--- src/rtl/ysyx_23060171_mdu_pkg.sv ---
// Shared definitions for the RV32M multiply/divide controller.
// Contents:
//   MDU_XLEN    - operand/result width (only 32 is supported)
//   mdu_op_e    - RV32M funct3 encoding of the eight M-extension ops
//   mdu_state_e - controller FSM states
package ysyx_23060171_mdu_pkg;

    localparam int unsigned MDU_XLEN = 32;

    typedef enum logic [2:0] {
        OP_MUL    = 3'd0,
        OP_MULH   = 3'd1,
        OP_MULHSU = 3'd2,
        OP_MULHU  = 3'd3,
        OP_DIV    = 3'd4,
        OP_DIVU   = 3'd5,
        OP_REM    = 3'd6,
        OP_REMU   = 3'd7
    } mdu_op_e;

    typedef enum logic [1:0] {
        ST_IDLE,
        ST_BUSY,
        ST_DONE
    } mdu_state_e;

endpackage

--- src/rtl/ysyx_23060171_mdu_step.sv ---
// One iteration of the iterative multiply/divide datapath (purely combinational).
// Ports:
//   is_div  in  1    1: restoring shift-subtract step, 0: shift-add step
//   hi      in  W+1  multiply: upper partial product; divide: partial remainder
//   lo      in  W    multiply: lower product / remaining multiplier bits;
//                    divide: remaining dividend bits / collected quotient bits
//   opnd    in  W    multiplicand or divisor magnitude
//   hi_next out W+1  updated hi
//   lo_next out W    updated lo
module ysyx_23060171_mdu_step
    import ysyx_23060171_mdu_pkg::*;
#(
    parameter int unsigned W = MDU_XLEN
) (
    input  logic         is_div,
    input  logic [W:0]   hi,
    input  logic [W-1:0] lo,
    input  logic [W-1:0] opnd,
    output logic [W:0]   hi_next,
    output logic [W-1:0] lo_next
);

    logic [W:0]   sum;
    logic [W:0]   shifted;
    logic [W+1:0] diff;

    always_comb begin
        // Multiply: conditionally add multiplicand, then shift {hi,lo} right.
        sum     = lo[0] ? (hi + {1'b0, opnd}) : hi;
        // Divide: shift next dividend bit into the remainder and trial-subtract.
        // The extra top bit of diff is the borrow that decides restore.
        shifted = {hi[W-1:0], lo[W-1]};
        diff    = {1'b0, shifted} - {2'b00, opnd};

        hi_next = '0;
        lo_next = '0;
        if (is_div) begin
            if (!diff[W+1]) begin
                hi_next = diff[W:0];
                lo_next = {lo[W-2:0], 1'b1};
            end else begin
                hi_next = shifted;
                lo_next = {lo[W-2:0], 1'b0};
            end
        end else begin
            hi_next = {1'b0, sum[W:1]};
            lo_next = {sum[0], lo[W-1:1]};
        end
    end

endmodule

--- src/rtl/ysyx_23060171_mdu_ctrl.sv ---
// Iterative RV32M multiply/divide controller: 32 unsigned iterations on operand
// magnitudes with sign correction at the end, plus a one-cycle path for
// divide-by-zero and signed-overflow divides.
// Ports:
//   clk, rst            clock, synchronous active-high reset
//   in_valid/in_ready   request handshake (ready only when idle)
//   op, a, b            RV32M op (funct3 encoding) and operands rs1/rs2
//   flush               abandon any in-flight operation
//   out_valid/out_ready result handshake
//   result              operation result, forced to 0 while out_valid is low
module ysyx_23060171_mdu_ctrl
    import ysyx_23060171_mdu_pkg::*;
#(
    parameter int unsigned XLEN = MDU_XLEN
) (
    input  logic            clk,
    input  logic            rst,
    input  logic            in_valid,
    output logic            in_ready,
    input  logic [2:0]      op,
    input  logic [XLEN-1:0] a,
    input  logic [XLEN-1:0] b,
    input  logic            flush,
    output logic            out_valid,
    input  logic            out_ready,
    output logic [XLEN-1:0] result
);

    localparam logic [4:0]      CNT_LAST = 5'(XLEN - 1);
    localparam logic [XLEN-1:0] INT_MIN  = {1'b1, {(XLEN-1){1'b0}}};

    mdu_state_e        state, state_next;
    mdu_op_e           op_in, op_q;
    logic [4:0]        cnt;
    logic [XLEN:0]     hi, hi_next;
    logic [XLEN-1:0]   lo, lo_next, opnd, res_q;
    logic              neg;

    logic              accept, step_en;
    logic              a_neg, b_neg, neg_in, is_div_in, quo_in, fast_hit;
    logic [XLEN-1:0]   a_mag, b_mag, fast_res;
    logic              step_div;
    logic [2*XLEN-1:0] prod, prod_s;
    logic [XLEN-1:0]   quo_s, rem_s, final_res;

    assign op_in = mdu_op_e'(op);

    // Request decode: magnitudes, result sign and the fast-path check.
    always_comb begin
        a_neg     = a[XLEN-1] && (op_in inside {OP_MULH, OP_MULHSU, OP_DIV, OP_REM});
        b_neg     = b[XLEN-1] && (op_in inside {OP_MULH, OP_DIV, OP_REM});
        a_mag     = a_neg ? -a : a;
        b_mag     = b_neg ? -b : b;
        // Remainder takes the dividend's sign; everything else the product/quotient sign.
        neg_in    = (op_in inside {OP_REM, OP_REMU}) ? a_neg : (a_neg ^ b_neg);
        is_div_in = op_in inside {OP_DIV, OP_DIVU, OP_REM, OP_REMU};
        quo_in    = op_in inside {OP_DIV, OP_DIVU};
        fast_hit  = is_div_in && ((b == '0) ||
                    ((op_in inside {OP_DIV, OP_REM}) && (a == INT_MIN) && (b == '1)));
        if (b == '0) begin
            fast_res = quo_in ? '1 : a;
        end else begin
            fast_res = quo_in ? INT_MIN : '0;
        end
    end

    // FSM state register.
    always_ff @(posedge clk) begin
        if (rst) begin
            state <= ST_IDLE;
        end else begin
            state <= state_next;
        end
    end

    // FSM next state and handshake outputs; flush wins over both handshakes.
    always_comb begin
        state_next = state;
        in_ready   = 1'b0;
        out_valid  = 1'b0;
        accept     = 1'b0;
        step_en    = 1'b0;
        case (state)
            ST_IDLE: begin
                in_ready = 1'b1;
                if (in_valid && !flush) begin
                    accept     = 1'b1;
                    state_next = fast_hit ? ST_DONE : ST_BUSY;
                end
            end
            ST_BUSY: begin
                if (flush) begin
                    state_next = ST_IDLE;
                end else begin
                    step_en = 1'b1;
                    if (cnt == CNT_LAST) begin
                        state_next = ST_DONE;
                    end
                end
            end
            ST_DONE: begin
                out_valid = 1'b1;
                if (flush || out_ready) begin
                    state_next = ST_IDLE;
                end
            end
            default: state_next = ST_IDLE;
        endcase
    end

    assign step_div = op_q inside {OP_DIV, OP_DIVU, OP_REM, OP_REMU};

    ysyx_23060171_mdu_step #(
        .W (XLEN)
    ) u_step (
        .is_div  (step_div),
        .hi      (hi),
        .lo      (lo),
        .opnd    (opnd),
        .hi_next (hi_next),
        .lo_next (lo_next)
    );

    // Sign correction and result select, taken from the final step's outputs
    // so the result register is loaded on the same edge that enters DONE.
    always_comb begin
        prod      = {hi_next[XLEN-1:0], lo_next};
        prod_s    = neg ? -prod : prod;
        quo_s     = neg ? -lo_next : lo_next;
        rem_s     = neg ? -hi_next[XLEN-1:0] : hi_next[XLEN-1:0];
        final_res = '0;
        case (op_q)
            OP_MUL:                       final_res = prod_s[XLEN-1:0];
            OP_MULH, OP_MULHSU, OP_MULHU: final_res = prod_s[2*XLEN-1:XLEN];
            OP_DIV, OP_DIVU:              final_res = quo_s;
            OP_REM, OP_REMU:              final_res = rem_s;
            default:                      final_res = '0;
        endcase
    end

    // Datapath registers.
    always_ff @(posedge clk) begin
        if (rst) begin
            op_q  <= OP_MUL;
            cnt   <= '0;
            hi    <= '0;
            lo    <= '0;
            opnd  <= '0;
            neg   <= 1'b0;
            res_q <= '0;
        end else if (accept) begin
            op_q <= op_in;
            cnt  <= '0;
            hi   <= '0;
            lo   <= a_mag;
            opnd <= b_mag;
            neg  <= neg_in;
            if (fast_hit) begin
                res_q <= fast_res;
            end
        end else if (step_en) begin
            hi  <= hi_next;
            lo  <= lo_next;
            cnt <= cnt + 5'd1;
            if (cnt == CNT_LAST) begin
                res_q <= final_res;
            end
        end
    end

    assign result = out_valid ? res_q : '0;

endmodule
--- config.mk ---
export PLATFORM = sky130hd
export DESIGN_NAME = ysyx_23060171_mdu_ctrl
export DESIGN_NICKNAME = d
export VERILOG_FILES = /design/src/rtl/ysyx_23060171_mdu_pkg.sv /design/src/rtl/ysyx_23060171_mdu_step.sv /design/src/rtl/ysyx_23060171_mdu_ctrl.sv
export SDC_FILE = /design/constraint.sdc
export NUM_CORES = 1
export LEC_CHECK = 0
export BUFFER_PORTS_ARGS = -buffer_cell sky130_fd_sc_hd__buf_2
export CAP_MARGIN = 10
export CORE_ASPECT_RATIO = 2
export CORE_MARGIN = 2
export CORE_UTILIZATION = 63
export DETAILED_ROUTE_END_ITERATION = 16
export GPL_TIMING_DRIVEN = 0
export MAX_ROUTING_LAYER = met4
export PLACE_DENSITY = 0.88
export SLEW_MARGIN = 20
export SYNTH_ARGS = -nofsm -noshare
export SYNTH_HDL_FRONTEND = slang
export SYNTH_SLANG_ARGS = --single-unit
--- constraint.sdc ---
create_clock -name clk -period 6.37 [get_ports clk]
set_clock_uncertainty 0.15 [all_clocks]
set_input_delay 1.911 -clock clk [delete_from_list [all_inputs] [get_ports clk]]
set_output_delay 1.911 -clock clk [all_outputs]
set_load 0.02 [all_outputs]
==> tab_implementation.tex, run 1 <==
\begin{tabular}{lr}
\hline
Metric & Value \\
\hline
\multicolumn{2}{l}{\textbf{Outcome}} \\
Status & stopped before the end \\
Stage reached & global routing (5\_1\_grt) \\
Error msg & [ERROR GRT-0116] Global routing finished with congestion. Check the congestion regions in the DRC Viewer. \\
\multicolumn{2}{l}{\textbf{Synthesis}} \\
Top flip-flop cell by instance count after synthesis & dfxtp\_1 \\
Most area-hungry cell type in the Yosys netlist & dfxtp\_1 \\
Share of synthesized area occupied by flip-flops and latches & 18.0\% \\
Synth top area share & 18.0\% \\
Synth top cells by count & nor2\_1, nand2\_1, a21oi\_1 \\
Count of yosys warnings during synthesis & 0 \\
Synth Instances & 2,247 \\
Syn Std Cell Area & 15,600 um\^{}2 \\
Syn Area/Cell & 6.94 um\^{}2 \\
Most frequently used cell type in the post-synthesis netlist & nor2\_1 \\
Leading post-synthesis cells by cell area & dfxtp\_1, a21oi\_1, nor2\_1, ha\_1, nand2\_1 \\
Number of enable flip-flop cells after synthesis & 0 \\
Number of distinct standard cells referenced by the synthesized netlist & 109 \\
Share of flip-flops with an asynchronous set or reset & 0\% \\
Synth Register Bits & 140 \\
Net Count, Synth & 2,392 \\
\multicolumn{2}{l}{\textbf{Floorplanning}} \\
Number of ports placed on the die boundary & 106 \\
Row cnt & 81 \\
Starting Density & 63.8\% \\
Die Wd & 115 um \\
Die Y-Extent & 226 um \\
\multicolumn{2}{l}{\textbf{GRT}} \\
Total overflow reported by the global router & 672 \\
Pin count of the biggest net entering global routing & 17 \\
Vias in the first global route & 22,300 \\
First-pass GRT wire length & 154,000 um \\
GRT Resource Usage Total & 77.4\% \\
\multicolumn{2}{l}{\textbf{Clock tree}} \\
H-tree levels & 4 \\
Deepest clock path buffer count & 2 \\
Number of buffers added by the clock tree synthesis step & 17 \\
Number of setup buffers added after CTS & 0 \\
Hold\_buf cts & 0 \\
Number of clock sinks & 140 \\
Clock tree root buffer cell & clkbuf\_16 \\
\multicolumn{2}{l}{\textbf{Place}} \\
Count of input and output buffers & 103 \\
DP Wirelength & 64,400 um \\
Gp weighted congestion & 1.37 \\
\hline
\end{tabular}
[cell families after synthesis]
kind of cell / share of synthesized area, %
AO/OA/AOI/OAI: 33.2
XOR/XNOR: 7.53
adder cells (fa/ha/maj): 5.95
buffers and inverters: 5.69
flip-flops: 18.0
multiplexers: 3.18
AND/OR/NAND/NOR: 26.4
[layer usage]
layer | GRT overflow | GRT usage (%)
met5 | - | -
met3 | 16 | 48.3
met4 | 185 | 77.7
met1 | 6 | 73.5
met2 | 465 | 103
[per-stage QoR]
stage	cells	hold slack [ns]	TNS (ns)	setup slack (ns)	area, um^2
2_1_floorplan	2247	0.291	0	1.52	15600
3_3_place_gp	2682	0.303	-12.99	-0.731	16500
3_5_place_dp	2682	0.312	-6.20	-0.519	16500
4_1_cts	2714	0.320	0	0.00619	17200
[repair_timing]
item / 4_1_cts
gates resized for setup: 2
pin swaps: 0
hold endpoints to repair: 0
endpoints found under the setup margin: 3
==> run 2: changes to the inputs <==
CORE_ASPECT_RATIO = unset   (was 2)
CORE_UTILIZATION = 40   (was 63)
MAX_ROUTING_LAYER = unset   (was met4)
PLACE_DENSITY = unset   (was 0.88)
PLACE_DENSITY_LB_ADDON = 0.15   (was unset)
==> run 2 against run 1 <==
Net effect:
- the flow now finishes, with violations (negative setup slack)
- synthesized area did not move
- synthesized cell count is the same
==> tab_implementation.tex, run 2 <==
\begin{tabular}{lr}
\hline
Metric & Value \\
\hline
\multicolumn{2}{l}{\textbf{Power and ir drop}} \\
Worst voltage drop across the vdd grid & 0.194 mV \\
Overall power after layout & 3.25 mW \\
Cell leakage power & 6.50 nW \\
Power density over the cells & 186 nW/um\^{}2 \\
\multicolumn{2}{l}{\textbf{Timing}} \\
Hold slack final & 0.323 ns \\
Final setup violation count & 1 \\
RSZ-0062 raised after global routing & false \\
Pins Over Slew Limit & 0 \\
Remaining max-slew budget at the tightest pin & 27.3\% \\
Period utilisation layout & 101\% \\
Measured slew at the worst slew-check pin & 1.08 ns \\
Min Clock Period, post-route & 6.41 ns \\
Fmax achieved & 156 MHz \\
Final Worst Setup Slack & -0.0444 ns \\
Fin. Hold Viols & 0 \\
\multicolumn{2}{l}{\textbf{Floorplanning}} \\
Area of the placeable core & 38,600 um\^{}2 \\
Die Wd & 201 um (+75\%) \\
Floorplan die area & 40,600 um\^{}2 \\
Row cnt & 72 (-11\%) \\
Starting Density & 40.4\% (-23 points) \\
Number of ports placed on the die boundary & 106 (unchanged) \\
Die Y-Extent & 201 um (-11\%) \\
\multicolumn{2}{l}{\textbf{Layout}} \\
Most common cell after layout, fill and taps aside & nor2\_1 \\
FILL cells & 4,143 \\
Area overhead of the layout relative to synthesis & 12.1\% \\
Final Cell Area & 17,500 um\^{}2 \\
Final cell utilization of the core & 45.3\% \\
Most used cells in the layout excluding fill and tap cells & nor2\_1, nand2\_1, a21oi\_1 \\
Inserted Diodes & 0 \\
Final \#Nets & 2,521 \\
Flip-flop count of the largest register after layout & 33 \\
Fraction of final layout cells sized beyond drive strength 1 & 9.96\% \\
Largest Register & hi \\
\multicolumn{2}{l}{\textbf{GRT}} \\
Most Used Layer, Global Route & met2 \\
Met2 Track Usage GR & 54.6\% \\
Pin count of the biggest net entering global routing & 17 \\
GRT Resource Usage Total & 36.6\% \\
GRT met3 Usage & 7.43\% \\
Met1 layer usage reported by global route & 51.3\% \\
Initial antenna violation count & 5 \\
Vias in the first global route & 17,300 \\
First-pass GRT wire length & 112,000 um \\
Total overflow reported by the global router & 0 \\
\multicolumn{2}{l}{\textbf{Clock tree}} \\
Clock tree root buffer cell & clkbuf\_16 \\
Clock latency on the worst-skew pair & 0.47 ns \\
H-tree levels & 4 (unchanged) \\
Number of buffers added by the clock tree synthesis step & 17 (unchanged) \\
Hold\_buf cts & 0 (unchanged) \\
Deepest clock path buffer count & 2 (unchanged) \\
Clock Pin Slew Worst Setup and Hold Paths & 0.07 ns \\
Number of clock sinks & 140 (unchanged) \\
Clock tree from TritonCTS & built \\
\multicolumn{2}{l}{\textbf{Detailed routing}} \\
Detailed-route wire length & 75,900 um \\
DRT antenna net count & 0 \\
Remaining DRCs & 0 \\
Number of vias after detailed routing & 18,800 \\
Number of DRC markers after the initial detailed-route iteration & 2,253 \\
Via density per instance & 6.48 \\
TritonRoute pass-1 iters & 5 \\
Average wire length per cell after detail routing & 26.1 um \\
\multicolumn{2}{l}{\textbf{Synthesis}} \\
Number of distinct standard cells referenced by the synthesized netlist & 109 (unchanged) \\
Complex-gate fraction of the synthesized area & 33.2\% (unchanged) \\
Share of synthesized area occupied by flip-flops and latches & 18.0\% (unchanged) \\
Synth top area share & 18.0\% (unchanged) \\
Top flip-flop cell by instance count after synthesis & dfxtp\_1 \\
Most frequently used cell type in the post-synthesis netlist & nor2\_1 \\
Count of yosys warnings during synthesis & 0 (unchanged) \\
Net Count, Synth & 2,392 (unchanged) \\
Leading post-synthesis cells by cell area & dfxtp\_1, a21oi\_1, nor2\_1, ha\_1, nand2\_1 \\
Syn Std Cell Area & 15,600 um\^{}2 (unchanged) \\
Synth Register Bits & 140 (unchanged) \\
Synth top cells by count & nor2\_1, nand2\_1, a21oi\_1 \\
Share of flip-flops with an asynchronous set or reset & 0\% (unchanged) \\
Number of enable flip-flop cells after synthesis & 0 (unchanged) \\
Dominant combinational cell family by area after synthesis & compound AO/OA/AOI/OAI gates \\
Fraction of synthesized cell area in xor and xnor cells & 7.53\% (unchanged) \\
Mux contribution to synthesized area & 3.18\% (unchanged) \\
Adder-Cell Fraction of Synth Area & 5.95\% (unchanged) \\
Simple-gate share of the synthesized area & 26.4\% (unchanged) \\
Syn Area/Cell & 6.94 um\^{}2 (unchanged) \\
Most area-hungry cell type in the Yosys netlist & dfxtp\_1 \\
Synth Instances & 2,247 (unchanged) \\
\multicolumn{2}{l}{\textbf{Place}} \\
Post-placement cell area & 16,800 um\^{}2 (+1.4\%) \\
Count of input and output buffers & 103 (unchanged) \\
DP Wirelength & 61,600 um (-4.3\%) \\
Place WS & -0.361 ns (+0.158 ns) \\
Gp weighted congestion & 1.04 (-24\%) \\
\multicolumn{2}{l}{\textbf{Critical path}} \\
List of cells traversed by the critical path & buf\_2, buf\_2, buf\_4, clkbuf\_1, clkbuf\_2, buf\_1, clkbuf\_1, clkbuf\_1, a21oi\_1, a21oi\_1, o211ai\_1, o21ai\_0, nor2\_1 \\
Critical Path Max Stage Delay & 0.80 ns \\
Top fanout value on the critical path & 10 \\
Buffers and inverters on the worst path & 8 \\
Most numerous cell on the critical path & clkbuf\_1 \\
Startpoint class of the critical path & flop \\
Arrival time of the worst setup path & 6.58 ns \\
Required arrival time at the worst endpoint & 6.54 ns \\
Setup Crit Path Kind & flop to flop \\
Kind of capture point of the worst setup path & flop \\
Master of the slowest instance on the critical path & clkbuf\_1 \\
Cell class contributing the biggest share of worst-path delay & buffers and inverters \\
\multicolumn{2}{l}{\textbf{Flow run}} \\
Max-cap viol count & 0 \\
\multicolumn{2}{l}{\textbf{Outcome}} \\
Status & complete, but fails checks \\
Failing checks & negative setup slack \\
\multicolumn{2}{l}{\textbf{Min path}} \\
Worst min path class & flop to flop \\
\hline
\end{tabular}
==> run 2: cell counts after synthesis <==
No cell type changed its count.
==> run 2: area by class of cell <==
cell class	instances	area [um^2]	area share [%]
sequential	140	2800	16.0
multi-input combinational	1896	11900	68.3
tap	518	648	3.71
clock buffer	19	453	2.59
timing repair buffer	111	601	3.44
inverter	60	225	1.29
buffer	150	661	3.78
clock inverter	13	146	0.838
==> run 2: worst register-to-register path, delay by kind of cell (launching register included) <==
family                 cells  cell delay (ns)
AO/OA/AOI/OAI              4             0.88
buffers and inverters      8             4.72
flip-flops                 1             0.46
AND/OR/NAND/NOR            1             0.06
==> run 2: kinds of logic after synthesis <==
group                    Yosys count
AO/OA/AOI/OAI                    782
XOR/XNOR                         134
adder cells (fa/ha/maj)           73
buffers and inverters            211
flip-flops                       140
multiplexers                      49
AND/OR/NAND/NOR                  858
==> run 2: layer usage <==
metal | part of all wire [%] | vias up
li1 | - | 8589
met1 | 44 | 8983
met2 | 42 | 1081
met3 | 10 | 164
met4 | 4.0 | 8
met5 | 0.11 | -
==> run 2: worst paths after layout <==
check	slack [ns]	start	end	cells after the start
setup reg to reg	-0.04	op_q[2]	res_q[2]	13
setup / recovery	-0.04	op_q[2]	res_q[2]	13
hold reg to reg	0.32	hi[32]	hi[32]	2
hold / removal	0.32	hi[32]	hi[32]	2
==> run 2: what timing repair did <==
action / CTS / global route
buffers inserted: 0 / 8
pin swaps: 0 / 2
gates cloned: 0 / 0
resized for setup: 3 / 5
endpoints found under the setup margin: 11 / 11
==> run 2: through the flow <==
stage	instances	setup TNS, ns
after floorplan	2247	0
after global placement	2868	-2.61
after detailed placement	2868	-1.96
after CTS	2900	0
after global routing	2907	0
final	2907	-0.0444
==> run 2: power by group <==
| group | internal (mW) | total [mW] | leakage, nW | switching (mW) |
|---|---|---|---|---|
| registers | 0.909 | 0.968 | 1.14 | 0.0587 |
| clock network | 0.578 | 1.08 | 0.295 | 0.505 |
| logic | 0.381 | 1.20 | 5.06 | 0.819 |
No activity file was read; power rests on OpenSTA's default activity.
